==> src/rtl/core_sequencer.sv <==
// Multi-cycle RV32I sequencer: fetch, decode, execute, memory and writeback phase control.
// Optional macro PERF_CNT_EN enables the retired-instruction and active-cycle counters.
module core_sequencer #(
    parameter int MEM_TIMEOUT = 15,
    parameter int CNT_W       = 32
) (
    input  logic             CLK,
    input  logic             RST,
    input  logic             RUN,
    input  logic             IMEM_RDY,
    input  logic [31:0]      IMEM_INST,
    input  logic             DMEM_RDY,
    input  logic             BR_TAKEN,
    output logic             IMEM_REQ,
    output logic [31:0]      INST_REG,
    output logic             INST_ENB,
    output logic             ALU_ENB,
    output logic             DMEM_REQ,
    output logic             DMEM_WE,
    output logic             REG_WE,
    output logic             PC_CLK,
    output logic             PC_SEL,
    output logic [3:0]       STATE,
    output logic             HALTED,
    output logic             FAULT,
    output logic             ILLEGAL,
    output logic [CNT_W-1:0] RETIRED_CNT,
    output logic [CNT_W-1:0] CYCLE_CNT
);

    typedef enum logic [3:0] {
        S_IDLE      = 4'd0,
        S_FETCH     = 4'd1,
        S_DECODE    = 4'd2,
        S_EXECUTE   = 4'd3,
        S_MEM       = 4'd4,
        S_WRITEBACK = 4'd5,
        S_HALT      = 4'd6,
        S_FAULT     = 4'd7
    } state_t;

    localparam logic [6:0] OP_LUI    = 7'b0110111;
    localparam logic [6:0] OP_AUIPC  = 7'b0010111;
    localparam logic [6:0] OP_JAL    = 7'b1101111;
    localparam logic [6:0] OP_JALR   = 7'b1100111;
    localparam logic [6:0] OP_BRANCH = 7'b1100011;
    localparam logic [6:0] OP_LOAD   = 7'b0000011;
    localparam logic [6:0] OP_STORE  = 7'b0100011;
    localparam logic [6:0] OP_IMM    = 7'b0010011;
    localparam logic [6:0] OP_REG    = 7'b0110011;
    localparam logic [6:0] OP_FENCE  = 7'b0001111;
    localparam logic [6:0] OP_SYSTEM = 7'b1110011;
    localparam logic [7:0] TO_LIMIT  = 8'(MEM_TIMEOUT);

    state_t      state_q, state_d;
    logic [31:0] inst_q, inst_d;
    logic [7:0]  to_cnt_q, to_cnt_d;
    logic        br_q, br_d;
    logic        illegal_q, illegal_d;

    logic [6:0]  opcode;
    logic        opc_legal;
    logic        no_reg_write;

    assign opcode = inst_q[6:0];

    always_comb begin
        opc_legal = 1'b0;
        case (opcode)
            OP_LUI, OP_AUIPC, OP_JAL, OP_JALR, OP_BRANCH, OP_LOAD,
            OP_STORE, OP_IMM, OP_REG, OP_FENCE, OP_SYSTEM: opc_legal = 1'b1;
            default: opc_legal = 1'b0;
        endcase
    end

    assign no_reg_write = (opcode == OP_BRANCH) || (opcode == OP_STORE) ||
                          (opcode == OP_FENCE) || (inst_q[11:7] == 5'd0);

    always_ff @(posedge CLK) begin
        if (RST) begin
            state_q   <= S_IDLE;
            inst_q    <= '0;
            to_cnt_q  <= '0;
            br_q      <= 1'b0;
            illegal_q <= 1'b0;
        end else begin
            state_q   <= state_d;
            inst_q    <= inst_d;
            to_cnt_q  <= to_cnt_d;
            br_q      <= br_d;
            illegal_q <= illegal_d;
        end
    end

    // The wait counter only survives while the state holds, so every entry to FETCH/MEM starts at 0.
    always_comb begin
        state_d   = state_q;
        inst_d    = inst_q;
        to_cnt_d  = '0;
        br_d      = br_q;
        illegal_d = illegal_q;
        case (state_q)
            S_IDLE: if (RUN) state_d = S_FETCH;
            S_FETCH: begin
                if (IMEM_RDY) begin
                    inst_d  = IMEM_INST;
                    state_d = S_DECODE;
                end else if (to_cnt_q == TO_LIMIT) begin
                    state_d   = S_FAULT;
                    illegal_d = 1'b0;
                end else begin
                    to_cnt_d = to_cnt_q + 8'd1;
                end
            end
            S_DECODE: begin
                if (!opc_legal) begin
                    state_d   = S_FAULT;
                    illegal_d = 1'b1;
                end else if (opcode == OP_SYSTEM && inst_q[14:12] == 3'b000) begin
                    state_d = S_HALT;
                end else begin
                    state_d = S_EXECUTE;
                end
            end
            S_EXECUTE: begin
                br_d    = BR_TAKEN;
                state_d = (opcode == OP_LOAD || opcode == OP_STORE) ? S_MEM : S_WRITEBACK;
            end
            S_MEM: begin
                if (DMEM_RDY) begin
                    state_d = S_WRITEBACK;
                end else if (to_cnt_q == TO_LIMIT) begin
                    state_d   = S_FAULT;
                    illegal_d = 1'b0;
                end else begin
                    to_cnt_d = to_cnt_q + 8'd1;
                end
            end
            S_WRITEBACK: state_d = RUN ? S_FETCH : S_IDLE;
            S_HALT:      state_d = S_HALT;
            S_FAULT:     state_d = S_FAULT;
            default:     state_d = S_IDLE;
        endcase
    end

    always_comb begin
        IMEM_REQ = 1'b0;
        INST_ENB = 1'b0;
        ALU_ENB  = 1'b0;
        DMEM_REQ = 1'b0;
        DMEM_WE  = 1'b0;
        REG_WE   = 1'b0;
        PC_CLK   = 1'b0;
        PC_SEL   = 1'b0;
        HALTED   = 1'b0;
        FAULT    = 1'b0;
        ILLEGAL  = 1'b0;
        case (state_q)
            S_FETCH:   IMEM_REQ = 1'b1;
            S_DECODE:  INST_ENB = 1'b1;
            S_EXECUTE: ALU_ENB  = 1'b1;
            S_MEM: begin
                DMEM_REQ = 1'b1;
                DMEM_WE  = (opcode == OP_STORE);
            end
            S_WRITEBACK: begin
                PC_CLK = 1'b1;
                REG_WE = !no_reg_write;
                PC_SEL = br_q;
            end
            S_HALT:  HALTED = 1'b1;
            S_FAULT: begin
                FAULT   = 1'b1;
                ILLEGAL = illegal_q;
            end
            default: ;
        endcase
    end

    assign STATE    = state_q;
    assign INST_REG = inst_q;

`ifdef PERF_CNT_EN
    logic [CNT_W-1:0] retired_q, cycle_q;
    logic             active;

    assign active = (state_q == S_FETCH) || (state_q == S_DECODE) || (state_q == S_EXECUTE) ||
                    (state_q == S_MEM) || (state_q == S_WRITEBACK);

    always_ff @(posedge CLK) begin
        if (RST) begin
            retired_q <= '0;
            cycle_q   <= '0;
        end else begin
            if (state_q == S_WRITEBACK) retired_q <= retired_q + CNT_W'(1);
            if (active)                 cycle_q   <= cycle_q + CNT_W'(1);
        end
    end

    assign RETIRED_CNT = retired_q;
    assign CYCLE_CNT   = cycle_q;
`else
    assign RETIRED_CNT = '0;
    assign CYCLE_CNT   = '0;
`endif

endmodule

==> config.mk <==
export PLATFORM = sky130hd
export DESIGN_NAME = core_sequencer
export DESIGN_NICKNAME = d
export VERILOG_FILES = /design/src/rtl/core_sequencer.sv
export SDC_FILE = /design/constraint.sdc
export NUM_CORES = 1
export LEC_CHECK = 0
export BUFFER_PORTS_ARGS = -buffer_cell sky130_fd_sc_hd__buf_4
export CORE_AREA = 2 2 79 81
export CTS_CLUSTER_DIAMETER = 40
export DETAILED_ROUTE_END_ITERATION = 6
export DIE_AREA = 0 0 81 83
export GPL_TIMING_DRIVEN = 1
export PLACE_DENSITY = 0.86
export SLEW_MARGIN = 20
export SYNTH_ARGS = -nofsm -noshare
export SYNTH_HDL_FRONTEND = slang
export SYNTH_SLANG_ARGS = --single-unit
export TNS_END_PERCENT = 1
==> constraint.sdc <==
create_clock -name CLK -period 2.2 [get_ports CLK]
set_input_delay 0.11 -clock CLK [delete_from_list [all_inputs] [get_ports CLK]]
set_output_delay 0.11 -clock CLK [all_outputs]
set_load 0.01 [all_outputs]
==> results.txt <==
----------------------------------------------------
[Run status]
  Result of the run ... finished clean

[Job]
  Max_cap viols ... 0

[Die]
  Starting Density ... 0.4322
  Die span in y ... roughly 83 µm
  Placeable core region ... ~5800 µm²
  Number of standard-cell rows in the floorplan ... 28
  Total die area ... ~6700 µm²
  Die X-Extent ... 81 µm
  Top-level I/O count ... between 100 and 150

[Place]
  Placed Instance Area ... 2917 µm²
  Port-buffer cells ... 84
  Final weighted congestion in routability-driven placement ... 0.7815
  Cell count after placement ... 464
  Total half-perimeter wirelength after legalization and detailed placement ... approximately 4300 µm
  DP Worst Slack ... about 0.42 ns

[Yosys]
  Dominant cell type by area after synthesis ... sky130_fd_sc_hd__dfxtp_1
  Leading post-synthesis cells by cell area ... sky130_fd_sc_hd__dfxtp_1, sky130_fd_sc_hd__buf_4, sky130_fd_sc_hd__nand2_1
  Leading register cell type out of synthesis ... sky130_fd_sc_hd__dfxtp_1
  Post-synth design cell area ... approximately 2500 µm²
  Synthesized instance count ... roughly 320
  Number of enable-type register cells in the synthesized netlist ... 0
  Yosys warnings ... 0
  Register bit count reported by yosys ... 46
  Sequential-to-total area share from yosys stat ... 0.3664
  Avg Cell Area, Syn ... approximately 8 µm²
  Share of flip-flops with an asynchronous set or reset ... 0
  Number of distinct library cells after synthesis ... 39
  Most frequent cells after synthesis ... sky130_fd_sc_hd__nand2_1, sky130_fd_sc_hd__buf_4, sky130_fd_sc_hd__dfxtp_1, sky130_fd_sc_hd__a21oi_1, sky130_fd_sc_hd__nor2_1
  Most numerous cell in the Yosys netlist ... sky130_fd_sc_hd__nand2_1
  Portion of synthesized cell area occupied by the leading cell type ... 0.3664

[Global route]
  Antenna violations before repair ... 0
  Total routing resource utilization after global routing ... 0.1571
  Maximum number of pins on one net before global-route repair ... 37
  Global-route wire length before repair ... 8473 µm
  Via count of the first global-routing pass ... ~1,900
  Final global-route overflow total ... 0

[Timing]
  Setup-violating endpoint count in the final report ... 0
  Time the final worst path needs with I/O delays and setup ... about 2.0 ns
  Number of max-slew violations in the final report ... 0
  Portion of the clock cycle consumed by the worst path in the final layout ... 0.9143
  Total negative setup slack ... 0 ns
  Post-layout worst setup margin ... ~0.19 ns
  Achievable clock frequency ... about 0.5 GHz
  RSZ-0062 raised after global routing ... false
  Final number of hold-violating endpoints ... 0
  Clock tree skew after final layout ... slightly above 0.006 ns

[Clock tree]
  Maximum number of buffers from clock root to sink ... 2
  Post-CTS setup buffer count ... 0
  H-Tree Level Count ... 2
  Number of CTS-inserted buffers ... 5
  Worst-Skew Late Latency ... between 0.2 and 0.3 ns
  Number of buffers inserted for hold repair after clock tree synthesis ... 0
  CTS tree ... yes
  Clock sinks ... between 40 and 50
  Clk slew on worst S/H paths ... about 0.09 ns
  Clock tree root buffer cell ... sky130_fd_sc_hd__clkbuf_8
  Count of instances resized after the clock tree is built ... 0

[Power and ir drop]
  PD cells ... 499.2 nW/µm²
  Peak supply drop ... 329.7 µV
  Leakage dissipation ... 0.001297 µW

[Min path]
  Worst hold path cell count ... 3
  Hold path startpoint ... IMEM_INST[18]
  Path type of the worst min-delay path ... input port to flop
  Hold Path End ... INST_REG[18]$_SDFFE_PP0P_

[Setup path]
  Req. time, crit path ... about 2.1 ns
  Critical path endpoint category ... primary output
  Slack of the worst reg-to-reg path ... 0.41 ns
  Max FO, Critical Path ... 10
  Endpoint of the worst register-to-register path ... to_cnt_q[2]$_SDFF_PP0_
  Reg-to-reg startpoint ... to_cnt_q[0]$_SDFF_PP0_
  Worst setup path category ... flop to primary output
  Arrival time reported for the critical path endpoint ... 1.90 ns
  Type of origin of the critical path ... flop
  Number of cells on the worst reg-to-reg path ... 5

[Cells and area]
  Fraction of layout instances using a drive strength above 1 ... 0.2771
  Number of antenna diodes ... 0
  Final std cells w/o fill ... roughly 470
  Final Cell Area ... 3003 µm²
  Relative area change from synthesis to final layout ... 19.46%
  Total Nets Final ... around 440
  Number of fillers in the final layout ... ~560

[Drt]
  Violation count after the first detailed-route iteration ... between 80 and 90
  Antenna Violating Nets Remaining ... 0
  Post-DR wirelength/cell ... between 10 and 15 µm
  Overall via count from detail_route ... 2,125
  DRC violations left ... 0
  Vias per std cell ... about 4.5
  Detailed-route wire length ... approximately 5400 µm
  1st-pass router iterations ... 4

----------------------------------------------------
## placed cells by master, fill, tap and decap left out, drive strengths merged, types with 4 or more instances in the layout
cell type,instances
o21ai,6
dfxtp,46
xnor2,4
nor3,6
buf,88
conb,65
inv,4
nor2,21
and2,5
nand2,72
a21oi,40
clkbuf,6
nand2b,4
## per-layer routing
metal | up-vias | GRT usage | wire length (µm)
met5 | - | 0 | 0
met4 | 0 | 0.05855 | 85
met3 | 7 | 0.03587 | 457
met2 | 97 | 0.2735 | 2647
met1 | 962 | 0.1839 | 2231
li1 | 1059 | - | -
## critical path, stage by stage, from the launching register on
cell and delay [ns]:
sky130_fd_sc_hd__dfxtp_1 0.58, sky130_fd_sc_hd__nand2_1 0.18, sky130_fd_sc_hd__nor3_1 0.41, sky130_fd_sc_hd__o21ai_0 0.16, sky130_fd_sc_hd__nor2_1 0.15, sky130_fd_sc_hd__buf_4 0.13
## power breakdown
part	internal (µW)	total, µW	leakage, µW	switching, µW
Combinational	61.4	153	0.000881	92.1
Sequential	838	848	0.000371	9.50
Clock	224	498	0.0000452	273
## how the worst max path moves through the flow
stage,endpoint,startpoint
after detailed placement,to_cnt_q[2]$_SDFF_PP0_,to_cnt_q[0]$_SDFF_PP0_
after global routing,REG_WE,STATE[0]$_SDFFE_PP0P_
after floorplan,to_cnt_q[2]$_SDFF_PP0_,to_cnt_q[0]$_SDFF_PP0_
after global placement,to_cnt_q[3]$_SDFF_PP0_,to_cnt_q[0]$_SDFF_PP0_
after CTS,REG_WE,STATE[0]$_SDFFE_PP0P_
final,REG_WE,STATE[0]$_SDFFE_PP0P_
## sequential cells by signal (all words and copies together) (netlist names)
register	cells
illegal_q	1
br_q	1
STATE	4
INST_REG	32
to_cnt_q	8
## through the flow
step	utilization	hold slack (ns)	power, µW
4_1_cts	0.5164	0.04572	1515
6_report	0.5164	0.05049	1499
2_1_floorplan	-	0.2460	1036
3_5_place_dp	0.5015	0.3662	1019
5_1_grt	0.5164	0.04339	1580
3_3_place_gp	0.5015	0.3566	1017
## cell families (layout without fill, tap and decap cells)
| kind of cell | count (synthesis) | in the layout | share of synthesized area |
|---|---|---|---|
| flip-flops | 46 | 46 | 0.3664 |
| adder cells (fa/ha/maj) | 1 | 1 | 0.004977 |
| other | 1 | 65 | 0.001492 |
| XOR/XNOR | 6 | 6 | 0.02091 |
| buffers and inverters | 84 | 100 | 0.2414 |
| AND/OR/NAND/NOR | 122 | 122 | 0.2354 |
| AO/OA/AOI/OAI | 57 | 57 | 0.1294 |
## final cells by class
class	instances	area (µm²)	share of cell area
multi-input combinational	251	1226	0.4083
sequential	46	920.9	0.3067
timing repair buffer	88	660.6	0.2200
tap	75	93.84	0.03125
clock buffer	6	72.57	0.02417
inverter	4	15.01	0.005000
clock inverter	2	13.76	0.004583
Power figures use the tool's default switching activity.
